<file path="src/rtl/led_pattern_pkg.sv">
// Shared types for the LED pattern generator: pattern select and bounce direction.
package led_pattern_pkg;

   typedef enum logic [1:0] {
      ROT_L  = 2'd0,
      ROT_R  = 2'd1,
      BOUNCE = 2'd2,
      COUNT  = 2'd3
   } led_mode_t;

   typedef enum logic {
      UP   = 1'b0,
      DOWN = 1'b1
   } dir_t;

endpackage

</file>
<file path="src/rtl/led_pattern_gen_prescaler.sv">
// Wrap counter that paces pattern steps: one step strobe every DIV enabled cycles.
module led_prescaler #(
   parameter int DIV = 12000000
) (
   input  logic clk,
   input  logic rst_n,
   input  logic en,
   output logic step
);

   localparam int            CW   = (DIV > 1) ? $clog2(DIV) : 1;
   localparam logic [CW-1:0] LAST = CW'(DIV - 1);

   logic [CW-1:0] cnt;

   always_ff @(posedge clk or negedge rst_n) begin
      if (!rst_n)
         cnt <= '0;
      else if (en)
         cnt <= (cnt == LAST) ? '0 : cnt + 1'b1;
   end

   // Gated by rst_n so the strobe is low during reset even when DIV = 1.
   assign step = rst_n && en && (cnt == LAST);

endmodule

</file>
<file path="src/rtl/led_pattern_gen.sv">
// WIDTH-bit LED bank driver: rotate left/right, bounce or binary count, one
// update per prescaler step; a mode change first reloads the pattern.
module led_pattern_gen
   import led_pattern_pkg::*;
#(
   parameter int WIDTH = 4,
   parameter int DIV   = 12000000
) (
   input  logic             clk,
   input  logic             rst_n,
   input  logic             en,
   input  logic [1:0]       mode,
   output logic [WIDTH-1:0] leds,
   output logic             step,
   output logic             alive
);

   led_mode_t        mode_q;
   led_mode_t        mode_in;
   dir_t             dir_q;
   dir_t             dir_d;
   logic [WIDTH-1:0] leds_d;

   assign mode_in = led_mode_t'(mode);
   assign alive   = 1'b1;

   led_prescaler #(.DIV(DIV)) u_prescaler (
      .clk  (clk),
      .rst_n(rst_n),
      .en   (en),
      .step (step)
   );

   always_comb begin
      leds_d = leds;
      dir_d  = dir_q;
      if (mode_in != mode_q) begin
         // Reload step: restart the new pattern from a known position.
         leds_d = WIDTH'(1);
         dir_d  = UP;
      end else begin
         case (mode_q)
            ROT_L:  leds_d = {leds[WIDTH-2:0], leds[WIDTH-1]};
            ROT_R:  leds_d = {leds[0], leds[WIDTH-1:1]};
            BOUNCE: begin
               if (dir_q == UP) begin
                  if (leds[WIDTH-1]) begin
                     dir_d  = DOWN;
                     leds_d = leds >> 1;
                  end else begin
                     leds_d = leds << 1;
                  end
               end else begin
                  if (leds[0]) begin
                     dir_d  = UP;
                     leds_d = leds << 1;
                  end else begin
                     leds_d = leds >> 1;
                  end
               end
            end
            COUNT:  leds_d = leds + 1'b1;
         endcase
      end
   end

   always_ff @(posedge clk or negedge rst_n) begin
      if (!rst_n) begin
         leds   <= WIDTH'(1);
         dir_q  <= UP;
         mode_q <= ROT_L;
      end else if (step) begin
         leds   <= leds_d;
         dir_q  <= dir_d;
         mode_q <= mode_in;
      end
   end

endmodule

</file>
<file path="config.mk">
export PLATFORM = sky130hd
export DESIGN_NAME = led_pattern_gen
export DESIGN_NICKNAME = d
export VERILOG_FILES = /design/src/rtl/led_pattern_pkg.sv /design/src/rtl/led_pattern_gen_prescaler.sv /design/src/rtl/led_pattern_gen.sv
export SDC_FILE = /design/constraint.sdc
export NUM_CORES = 1
export LEC_CHECK = 0
export CAP_MARGIN = 25
export CORE_MARGIN = 2
export CORE_UTILIZATION = 39
export DETAILED_ROUTE_END_ITERATION = 8
export PLACE_DENSITY_LB_ADDON = 0.15
export SLEW_MARGIN = 20
export SYNTH_ARGS = -nofsm -noshare
export SYNTH_HDL_FRONTEND = slang
export SYNTH_SLANG_ARGS = --single-unit
</file>
<file path="constraint.sdc">
create_clock -name clk -period 4 [get_ports clk]
set_clock_uncertainty 0.15 [all_clocks]
set_input_delay 1.2 -clock clk [delete_from_list [all_inputs] [get_ports clk]]
set_output_delay 1.2 -clock clk [all_outputs]
set_load 0.005 [all_outputs]
</file>
==> run metrics <==
die area 5010 um^2; Overall Power 768 uW; most common cell after layout, fill and taps aside dfrtp_1; port bufs 9; WL/cell 14.0 um; Rows 24; CORE AREA 4320 um^2; Die Ht around 70 um; top cell type's share of synthesized area 43.2%; hold wc startpoint u_prescaler.cnt[22]$_DFFE_PN0P_; status finished clean; worst-path cell with the longest stage delay clkdlybuf4s50_1; Fmax 257 MHz; main area contributors after synthesis dfrtp_1 (43%), xor2_1 (6.6%), xnor2_1 (5.0%); CP startpoint rst_n; Synth-to-Final Area Change 16.4%; max-slew violations 0; grt ovf 0; syn_area_per_cell 9.24 um^2; ANT cells 0; LEAKAGE 0.000934 uW; switching pwr 192 uW; global-route wire length before repair 6080 um; number of synthesized flops with an enable pin 0; initial antenna violation count 0; Buf+Inv Stages, Crit Path 3; Fin. Hold Viols 0; R2R cell count 7; Top delay family on crit path buffers and inverters; latest clock arrival within the worst-skew pair 280 ps; Setup CP Type primary input to primary output; FF-to-FF Start u_prescaler.cnt[0]$_DFFE_PN0P_; combinational power share roughly a tenth; vias in the first global route 1325; starting density of the core 40.2%; WHS Path Cells 1; grt peak-use layer met2; P_int roughly 580 uW; Required @ worst endpoint 2650 ps; mapped cell area 1740 um^2; 1st-iter DRT viols 83; Synthesized Nets 196; via count 1352; Final Cycle Share 97.2%; CP Depth 5; max incr delay on CP 520 ps; I/O pin total 11; worst path cell trace clkdlybuf4s50_1, nand3_1, or4_4, inv_1, dlygate4sd2_1; ys async rst share 100%; DP Wirelength 2550 um; max cap viols 0; CP max FO 2; Main synth FF type dfrtp_1; Unique masters post-synth 43; share of cells above drive strength 1 13.2%; Worst EP arrival 2540 ps; fin nets 212; clock share of power between 40% and 50%; clk buf depth 2; Yosys Warn Count 0; grt met1 use 20.6%; reg2reg setup slack 1660 ps; Post-Syn Instances between 150 and 200; type of the worst min-delay path flop to flop; min Tclk post-route 3890 ps; CP endpoint kind primary output; largest net degree at the start of global routing 32; final setup margin ~110 ps; reg2reg end leds[3]$_DFFE_PN0P_; CTS tree built; Setup violations, final 0; grt met2 use 23.7%; cts bufs inserted 5; CP Launch Type primary input; Net Sw Frac 25.0%; RSZ-0062 raised after global routing no; DP Worst Slack -510 ps; final WL 3600 um; vias per cell 5.26; maximum vdd drop 0.196 mV; register area share after synthesis 44.7%; post-synthesis register bit count 31; total iterations of the first detailed-routing run 4; total clock sinks 31; Max H-tree Level 2; most frequent cells in the layout dfrtp_1 (30), nand2_1 (18), nor2_1 (17); hold slack 348 ps; Routed Antenna Nets 0; Post-route DRC 0; die width 70.8 um; P per Cell Area 380 nW/um^2; grt met3 use roughly 4.6%; Global Route Usage Sum between 10% and 20%; Flop pwr share approximately half; fin util between 40 and 50%; clock slew at reported path FFs around 60 ps; area leader, netlist dfrtp_1; crit path capture step; CTS Root Cell clkbuf_8; GP Congestion 0.815
-- metal layers --
layer,wire length (um),vias up
met1,1760,646
li1,-,681
met5,0,-
met4,41,0
met2,1670,20
met3,125,5
-- power groups by stage --
stage                     clock network, uW  registers (uW)  logic [uW]
after floorplan                           0             375        52.0
after global placement                    0             380        72.1
after detailed placement                  0             382        74.9
after CTS                               324             376        75.6
after global routing                    338             382        84.9
final                                   318             376        73.7
-- worst min-delay path by stage --
| stage | endpoint |
|---|---|
| floorplan | u_prescaler.cnt[15]$_DFFE_PN0P_ |
| global placement | u_prescaler.cnt[15]$_DFFE_PN0P_ |
| detailed placement | u_prescaler.cnt[15]$_DFFE_PN0P_ |
| CTS | u_prescaler.cnt[15]$_DFFE_PN0P_ |
| global route | u_prescaler.cnt[22]$_DFFE_PN0P_ |
| finish | u_prescaler.cnt[22]$_DFFE_PN0P_ |
-- cell usage after synthesis, drive strengths merged (2+ instances only) --
master,number
nand3,15
clkbuf,6
buf,2
nand4,6
and4,2
mux2,2
nor2b,3
inv,8
or3,2
a21oi,5
nor2,17
nand2,18
xor2,13
nor3,7
xnor2,10
nand2b,2
a21o,3
nor4,2
or2,2
a31oi,2
dfrtp,30
and2,2
o21ai,9
and3,2
ha,3
-- cells by family (layout without fill, tap and decap cells) --
logic type               Yosys count  after routing  share of synthesized area [%]
AND/OR/NAND/NOR                   85             85                           25.8
flip-flops                        31             31                           44.7
AO/OA/AOI/OAI                     27             27                           10.1
XOR/XNOR                          23             23                           11.6
buffers and inverters             16             33                           4.10
adder cells (fa/ha/maj)            3              3                           2.16
multiplexers                       2              2                           1.30
other                              1              1                          0.216
-- registers in the layout (all words and copies together), names as in the netlist --
register	flops
leds	4
dir_q	1
mode_q	2
u_prescaler.cnt	24
-- worst register-to-register path, delay by kind of cell (launching register included) --
family	cells	cell delay [ps]
compound gates	1	110
fa+ha+maj	1	220
flops	1	410
buf+inv	1	200
simple gates	4	1200
-- repair_timing --
action	in CTS	in global routing
gates cloned	0	0
setup buffers	0	1
resized for setup	2	2
setup endpoints to repair	1	1
hold buffers	0	0
pin swaps	0	1
-- cell type report --
type                       count  area, um^2
clock inverter                 2        35.0
multi-input combinational    141         890
fill                         443        2300
tap                           52        65.1
sequential                    31         777
inverter                       8        30.0
timing repair buffer          17         144
clock buffer                   6        82.6
-- per-stage QoR --
stage	setup TNS [ps]	instances	instance area, um^2
global route	0	257	2020
detailed placement	-510	248	1900
global placement	-503	248	1900
CTS	0	256	2020
finish	0	257	2020
floorplan	0	188	1740
Note: power is estimated with default switching activity, not from simulation.
